File: config.mk
export PLATFORM = sky130hd
export DESIGN_NAME = spi_frame_scheduler
export DESIGN_NICKNAME = d
export VERILOG_FILES = /design/src/rtl/spi_frame_scheduler.sv
export SDC_FILE = /design/constraint.sdc
export NUM_CORES = 1
export LEC_CHECK = 0
export BUFFER_PORTS_ARGS = -buffer_cell sky130_fd_sc_hd__buf_2
export CORE_MARGIN = 1
export CORE_UTILIZATION = 46
export CTS_CLUSTER_SIZE = 10
export DETAILED_ROUTE_END_ITERATION = 12
export PLACE_DENSITY_LB_ADDON = 0.25
export SYNTH_ARGS = -nofsm -noshare
export SYNTH_HDL_FRONTEND = slang
export SYNTH_SLANG_ARGS = --single-unit
File: constraint.sdc
create_clock -name clk -period 2.9 [get_ports clk]
set_input_delay 0.145 -clock clk [delete_from_list [all_inputs] [get_ports clk]]
set_output_delay 0.145 -clock clk [all_outputs]
set_load 0.01 [all_outputs]
File: src/rtl/spi_frame_scheduler.sv
// Frames one measurement result as HEADER, payload bytes MSB-first and, with
// SPI_FRAME_CHECKSUM_EN defined, a trailing XOR checksum for the byte-level SPI sender.
module spi_frame_scheduler #(
  parameter int unsigned DATA_BYTES    = 4,
  parameter logic [7:0]  HEADER        = 8'hA5,
  parameter int unsigned STROBE_CYCLES = 2,
  parameter int unsigned BUSY_TIMEOUT  = 1023,
  parameter int unsigned GAP_CYCLES    = 16
) (
  input  logic                    clk,
  input  logic                    reset,
  input  logic                    meas_valid,
  input  logic [8*DATA_BYTES-1:0] meas_data,
  output logic                    meas_ready,
  output logic [7:0]              byte_data,
  output logic                    byte_strobe,
  input  logic                    byte_busy,
  output logic                    frame_active,
  output logic                    frame_done,
  output logic                    timeout_err
);

`ifdef SPI_FRAME_CHECKSUM_EN
  localparam int unsigned LAST_IDX = DATA_BYTES + 1;
`else
  localparam int unsigned LAST_IDX = DATA_BYTES;
`endif
  localparam int IDX_W = 4;
  localparam logic [IDX_W-1:0] LAST_T    = IDX_W'(LAST_IDX);
  localparam logic [15:0]      STROBE_T  = 16'(STROBE_CYCLES);
  localparam logic [15:0]      TIMEOUT_T = 16'(BUSY_TIMEOUT);
  localparam logic [15:0]      GAP_T     = 16'(GAP_CYCLES);

  typedef enum logic [2:0] {
    S_IDLE, S_LOAD, S_STROBE, S_WAIT_BUSY, S_WAIT_DONE, S_GAP, S_ABORT
  } state_t;

  state_t                  state_q;
  logic [8*DATA_BYTES-1:0] shadow_q;
  logic [IDX_W-1:0]        idx_q;
  logic [15:0]             timer_q;
  logic                    meas_ready_q;
  logic [7:0]              byte_data_q;
  logic                    strobe_q;
  logic                    active_q;
  logic                    done_q;
  logic                    err_q;
  logic                    busy_meta_q;
  logic                    busy_sync_q;

  logic [15:0]             timer_inc_d;
  logic [7:0]              byte_sel_d;
  logic [7:0]              payload [DATA_BYTES];

  // payload[0] is the most significant byte, i.e. the first one on the wire
  for (genvar gi = 0; gi < DATA_BYTES; gi++) begin : g_lane
    assign payload[gi] = shadow_q[8*(DATA_BYTES-1-gi) +: 8];
  end

`ifdef SPI_FRAME_CHECKSUM_EN
  logic [7:0] csum_d;
  always_comb begin
    csum_d = 8'h00;
    for (int i = 0; i < int'(DATA_BYTES); i++) begin
      csum_d = csum_d ^ payload[i];
    end
  end
`endif

  always_comb begin
    byte_sel_d = HEADER;
    for (int i = 0; i < int'(DATA_BYTES); i++) begin
      if (idx_q == IDX_W'(i + 1)) byte_sel_d = payload[i];
    end
`ifdef SPI_FRAME_CHECKSUM_EN
    if (idx_q == IDX_W'(DATA_BYTES + 1)) byte_sel_d = csum_d;
`endif
  end

  assign timer_inc_d = (timer_q == 16'hFFFF) ? timer_q : timer_q + 16'd1;

  always_ff @(posedge clk or posedge reset) begin
    if (reset) begin
      busy_meta_q <= 1'b0;
      busy_sync_q <= 1'b0;
    end else begin
      busy_meta_q <= byte_busy;
      busy_sync_q <= busy_meta_q;
    end
  end

  always_ff @(posedge clk or posedge reset) begin
    if (reset) begin
      state_q      <= S_IDLE;
      shadow_q     <= '0;
      idx_q        <= '0;
      timer_q      <= '0;
      meas_ready_q <= 1'b0;
      byte_data_q  <= 8'h00;
      strobe_q     <= 1'b0;
      active_q     <= 1'b0;
      done_q       <= 1'b0;
      err_q        <= 1'b0;
    end else begin
      done_q <= 1'b0;
      case (state_q)
        S_IDLE: begin
          if (meas_valid && meas_ready_q) begin
            shadow_q     <= meas_data;
            err_q        <= 1'b0;
            active_q     <= 1'b1;
            meas_ready_q <= 1'b0;
            idx_q        <= '0;
            state_q      <= S_LOAD;
          end else begin
            meas_ready_q <= 1'b1;
          end
        end
        S_LOAD: begin
          byte_data_q <= byte_sel_d;
          timer_q     <= '0;
          state_q     <= S_STROBE;
        end
        S_STROBE: begin
          if (timer_q < STROBE_T) begin
            strobe_q <= 1'b1;
            timer_q  <= timer_inc_d;
          end else begin
            strobe_q <= 1'b0;
            timer_q  <= '0;
            state_q  <= S_WAIT_BUSY;
          end
        end
        S_WAIT_BUSY: begin
          if (busy_sync_q) begin
            timer_q <= '0;
            state_q <= S_WAIT_DONE;
          end else if (timer_q >= TIMEOUT_T) begin
            state_q <= S_ABORT;
          end else begin
            timer_q <= timer_inc_d;
          end
        end
        S_WAIT_DONE: begin
          if (!busy_sync_q) begin
            timer_q <= '0;
            state_q <= S_GAP;
          end else if (timer_q >= TIMEOUT_T) begin
            state_q <= S_ABORT;
          end else begin
            timer_q <= timer_inc_d;
          end
        end
        S_GAP: begin
          if (timer_inc_d >= GAP_T) begin
            timer_q <= '0;
            if (idx_q == LAST_T) begin
              done_q       <= 1'b1;
              active_q     <= 1'b0;
              meas_ready_q <= 1'b1;
              state_q      <= S_IDLE;
            end else begin
              idx_q   <= idx_q + 1'b1;
              state_q <= S_LOAD;
            end
          end else begin
            timer_q <= timer_inc_d;
          end
        end
        S_ABORT: begin
          err_q        <= 1'b1;
          active_q     <= 1'b0;
          strobe_q     <= 1'b0;
          idx_q        <= '0;
          timer_q      <= '0;
          meas_ready_q <= 1'b1;
          state_q      <= S_IDLE;
        end
        default: state_q <= S_IDLE;
      endcase
    end
  end

  assign meas_ready   = meas_ready_q;
  assign byte_data    = byte_data_q;
  assign byte_strobe  = strobe_q;
  assign frame_active = active_q;
  assign frame_done   = done_q;
  assign timeout_err  = err_q;

endmodule

# Word-level counts from Yosys, hierarchy flattened
# Cells that the tools add are included.
[word_totals]
ff_bits = 70
elab_cells = 84
output_inout_bits = 13
inputBits = 36
[op_classes]
n_eq_ne = 16
mux = 38
n_reduce_logical = 13
addsub = 2
magnitude_cmp = 3
[ops]
columns = ["cell", "count"]
rows = [
  ["16-bit two-way mux", 6],
  ["16-bit case mux with 5 select lines", 1],
  ["8-bit two-way mux", 4],
  ["3-bit two-way mux", 6],
  ["3-bit case mux with 6 select lines", 1],
  ["16-bit by 1-bit adder with 16-bit output, second input constant", 1],
  ["16-bit equality test, second input constant", 1],
  ["16-bit by 10-bit greater-or-equal comparator with 1-bit output, second input constant", 1],
  ["16-bit by 5-bit greater-or-equal comparator with 1-bit output, second input constant", 1],
  ["16-bit by 2-bit < comparator with 1-bit output, second input constant", 1],
  ["1-bit two-way mux", 12],
  ["4-bit two-way mux", 3],
  ["4-bit case mux with 3 select lines", 1],
  ["2-bit != test, second input constant", 5],
  ["3-bit equality test, second input constant", 3],
  ["4-bit by 2-bit equality test with 1-bit output, second input constant", 2],
  ["4-bit AND reduction", 2],
  ["3-bit by 2-bit equality test with 1-bit output, second input constant", 2],
  ["1-bit case mux with 3 select lines", 2],
  ["3-bit AND reduction", 2],
  ["5-bit nonzero test", 1],
  ["4-bit by 1-bit adder with 4-bit output, second input constant", 1],
  ["4-bit by 1-bit equality test with 1-bit output, second input constant", 1],
  ["4-bit by 3-bit equality test with 1-bit output, second input constant", 1],
  ["other kinds (8)", 11],
]

# Depth between registers and ports, before layout
[depth]
depth_word = 5
ltp_mapped = 9
mapped_depth_nobuf = 8

# Least setup slack after synthesis
# Ideal clock, no wire load.
[synth_timing]
path_type = "reg-to-reg"
startpoint = "register timer_q[0]"
endpoint = "register idx_q[2]"
slack_ps = 497
arrival_time_ps = 2279
required_time_ps = 2776
path_stages_with_launch = 10
n_path_buf = 1
setup_ps = 124
path_cell_list = "dfrtp_1 ha_1 and4_1 and2_4 or2_1 a2111oi_4 and3_1 buf_6 nor4b_2 a211o_1"
[synth_between]
elab_chain_cells = 5
elab_cells_between_ends = 6
cone_classes = "add/sub (1); order compare (1); eq/ne (2); mux (1); reduce/logical (1)"
[synth_rtl]
columns = ["element", "line_no", "text"]
rows = [
  ["start: declaration", "41", "logic [15:0] timer_q;"],
  ["start signal: assignment", "127", "timer_q <= timer_inc_d;"],
  ["start signal: assignment", "141", "timer_q <= timer_inc_d;"],
  ["start signal: assignment", "151", "timer_q <= timer_inc_d;"],
  ["16-bit by 1-bit adder with 16-bit output / 16-bit equality test (equally long branches)", "80", "assign timer_inc_d = (timer_q == 16'hFFFF) ? timer_q : timer_q + 16'd1;"],
  ["16-bit two-way mux *", "80", ""],
  ["16-bit by 5-bit greater-or-equal comparator with 1-bit output *", "155", "if (timer_inc_d >= GAP_T) begin"],
  ["2-bit != test (no source line) *", "--", ""],
  ["4-bit AND reduction (no source line) *", "--", ""],
  ["end signal: assignment", "163", "idx_q <= idx_q + 1'b1;"],
  ["end: declaration", "40", "logic [IDX_W-1:0] idx_q;"],
]
# Every way passes the cells marked *; elsewhere a longest branch is shown, timed or not.
# A chain may end at the register's enable or synchronous reset.

# Worst setup path after layout
# Same ends and word-level chain as after synthesis.

==> out/metrics.yaml <==
clock_tree:
  cts_setup_buffers: 0
  clk_pin_slew_ns: 0.08
  cts_root_buffer: "clkbuf_8"
  clock_sinks: 70
  cts_tree: "built"
  cts_buffers: 9
  cts_max_path_buffers: 2
  postCtsResizedCells: 0
  clk_latency_ns: 0.34
  htreeDepth: 3
placed_design:
  pre_cts_slack_ns: 0.228
  placed_area_um2: 4090
  io_buffers: 48
  gp_congestion: 0.874
  dp_hpwl_um: 5910
floorplanning:
  die_h_um: 92.5
  die_area_um2: 8550
  core_area_um2: 7810
  initial_core_util_pct: 48.2
  fp.dieW_um: 92.5
  top_level_ports: 49
  rows: 32
route:
  drt-initial-drc-count: 191
  vias: 2959
  drc: 0
  ant_nets: 0
  drtPass1Iterations: 4
  wirelength_um: 8130
  viasPerCell: 5.64
  wire_per_inst_um: 15.5
global_routing:
  grt_start_max_net_pins: 41
  grt_pass1_wl_um: 14100
  grt_pass1_vias: 2931
  gr-total-overflow: 0
  track_usage_pct: 20.9
  antenna_found_initial: 0
min_path:
  min_from: "meas_data[13]"
  holdPathStages: 2
  hold_class: "in2reg"
power_and_ir_drop:
  combPwrFrac_pct: 34.4
  p_int_w: 0.00240
  leakagePower_nw: 1.88
  p_sw_share_pct: 34.6
  power_density_nw_per_um2: 851
  p_seq_share_pct: 42.2
  p_clk_share_pct: 23.4
  peakVddDrop_uv: 425
  p_switching_w: 0.00127
  total_power_w: 0.00367
synthesis:
  synth_seq_area_share_pct: 46.5
  synth_ff_type: "dfrtp_1"
  syn-cell-area_um2: 3760
  yosys.area.top_type: "dfrtp_1"
  synth_top_area_share_pct: 46.5
  synth-seq-cells: 70
  synth-edff-count: 0
  synth_area_leaders: "dfrtp_1 47%, mux2_2 10%, nor2_1 3.5%"
  avgSynthCellArea_um2: 10.1
  synthCells: 371
  synth_cell_type_count: 64
  synthArstFlopShare_pct: 100
  ys_warn_count: 0
  synth.net_count: 412
worst_setup_path:
  crit_fanout: 7
  crit_chain: "ha_1 -> and4_1 -> and2_4 -> or2_1 -> a2111oi_4 -> and3_1 -> nor4b_2 -> a211o_1"
  crit_arrival_ns: 2.92
  end_kind: "flop"
  rr_startpoint: "timer_q[0]$_DFFE_PP0P_"
  regToRegEndpoint: "idx_q[2]$_DFFE_PP0P_"
  worstSetupEndpoint: "idx_q[2]$_DFFE_PP0P_"
  regToRegSetupSlack_ns: 0.21
  start_kind: "flop"
  ff2ff_path_depth: 8
  worstSetupPathType: "reg2reg"
  crit_path_start: "timer_q[0]$_DFFE_PP0P_"
  cp.required_ns: 3.13
  slowest_stage: "dfrtp_1"
  cp_slowest_stage_delay_ns: 0.45
sta:
  hold_viol_final: 0
  rsz0062_at_grt: "false"
  setup_viol: 0
  relSlewSlack_pct: 36.8
  clock_skew_ns: 0.00994
  worst_pin_slew_ns: 0.941
  finalMaxSlewViolations: 0
  fmax_mhz: 371
  holdWs_ns: 0.0255
  finalSetupTns_ns: 0
  finalWorstSetupSlack_ns: 0.206
  final.period_utilization_pct: 92.9
  final.min_clock_period_ns: 2.69
layout:
  final_area_um2: 4320
  area_growth_pct: 14.8
  layout-drive-gt1-share_pct: 29.6
  diodes: 0
  layout.nets: 460
run:
  drv_cap: 0
status:
  status: "complete, no violations"
## logic make-up (layout without fill, tap and decap cells)
| logic type | count (synthesis) | after routing | synth area share, % |
|---|---|---|---|
| AOI/OAI and AO/OA | 87 | 87 | 16.2 |
| adders and majority gates | 5 | 5 | 1.66 |
| xor gates and xnor gates | 4 | 4 | 0.931 |
| DFF | 70 | 70 | 46.5 |
| muxes | 35 | 35 | 10.4 |
| and+or+nand+nor | 141 | 141 | 20.5 |
| buffers and inverters | 29 | 81 | 3.76 |
## per-layer routing
layer | GRT usage, % | vias to the layer above | part of all wire [%]
li1 | - | 1442 | -
met1 | 28.4 | 1422 | 45
met2 | 33.4 | 78 | 48
met3 | 3.37 | 17 | 4.6
met4 | 8.59 | 0 | 2.2
met5 | 0 | - | 0
## per-stage QoR
stage | cells | util, %
floorplan | 371 | -
global placement | 508 | 52.4
detailed placement | 508 | 52.4
CTS | 525 | 55.3
global route | 525 | 55.3
finish | 525 | 55.3
## what timing repair did
item / in CTS / in global routing
setup endpoints to repair: 0 / 0
hold endpoints to repair: 31 / 0
hold buffers: 2 / 0
## how the worst min path moves through the flow
| stage | slack, ns | endpoint |
|---|---|---|
| after floorplan | 0.18 | busy_meta_q$_DFF_PP0_ |
| final | 0.03 | payload[13]$_DFFE_PP0P_ |
| after global placement | 0.25 | busy_meta_q$_DFF_PP0_ |
| after CTS | 0.01 | payload[13]$_DFFE_PP0P_ |
| after global routing | 0.02 | payload[13]$_DFFE_PP0P_ |
| after detailed placement | 0.25 | busy_meta_q$_DFF_PP0_ |
## power by group through the flow
stage          Clock [W]  Combinational, W  Sequential (W)
2_1_floorplan          0          0.000933         0.00153
3_3_place_gp           0           0.00123         0.00156
3_5_place_dp           0           0.00126         0.00157
4_1_cts         0.000879           0.00127         0.00155
5_1_grt         0.000915           0.00141         0.00160
6_report        0.000860           0.00126         0.00155
## sequential cells by signal, summed over array words and instances (netlist names)
| name | cells |
|---|---|
| frame_done | 1 |
| frame_active | 1 |
| meas_ready | 1 |
| timeout_err | 1 |
| busy_meta_q | 1 |
| idx_q | 4 |
| timer_q | 16 |
| byte_data | 8 |
| byte_strobe | 1 |
| busy_sync_q | 1 |
| payload | 32 |
| state_q | 3 |
## area by class of cell
class                   count  area [um^2]
clock buffers               9          124
inverters                  10         37.5
well taps                 102          128
multi-input cells         272         1870
fillers                   718         3490
clock inverters             6         87.6
repair buffers             56          318
flip-flops and latches     70         1750
## synthesized netlist by cell type, types with 2 or more instances
cell type  number
buf_2           5
nand2b_1        6
a21oi_1        15
o21ai_1         2
nand3_1        12
xor2_1          2
inv_1          10
mux2_2         34
a211o_1         3
or2_1           2
nand3b_1        4
nor4_1          2
clkbuf_1        8
a221oi_2        2
a22o_1          2
dfrtp_1        70
a31oi_1         7
xnor2_1         2
o21ai_0        22
and2_1          8
and3_1          3
nand4_2         3
nand2_1        32
or3_1           2
buf_4           5
o31ai_1         4
o211ai_1        4
nand4_1         3
o22ai_1         6
a221o_1         4
ha_1            5
nor2_1         35
nor3_2          3
nor3b_1         2
nor3_1         13
## cell usage in the layout (no fill, tap or decap), types with 3 or more instances in the layout
| master | n |
|---|---|
| buf_2 | 48 |
| nand4_2 | 3 |
| inv_1 | 9 |
| mux2_2 | 34 |
| o21ai_0 | 22 |
| o22ai_1 | 6 |
| a211o_1 | 3 |
| a31oi_1 | 7 |
| and2_1 | 8 |
| nor3_2 | 3 |
| nand2b_1 | 6 |
| o31ai_1 | 4 |
| nand2_1 | 32 |
| nand4_1 | 3 |
| nand3b_1 | 4 |
| and3_1 | 3 |
| nor3_1 | 13 |
| nor2_1 | 35 |
| ha_1 | 5 |
| buf_4 | 5 |
| clkbuf_8 | 9 |
| o211ai_1 | 4 |
| nand3_1 | 12 |
| dfrtp_1 | 70 |
| a221o_1 | 4 |
| a21oi_1 | 15 |
## critical path, delay by kind of cell (launching register included)
| family | cells | cell delay (ns) |
|---|---|---|
| flops | 1 | 0.45 |
| compound gates | 2 | 0.70 |
| simple gates | 5 | 1.14 |
| fa+ha+maj | 1 | 0.30 |
Power figures use the tool's default switching activity.
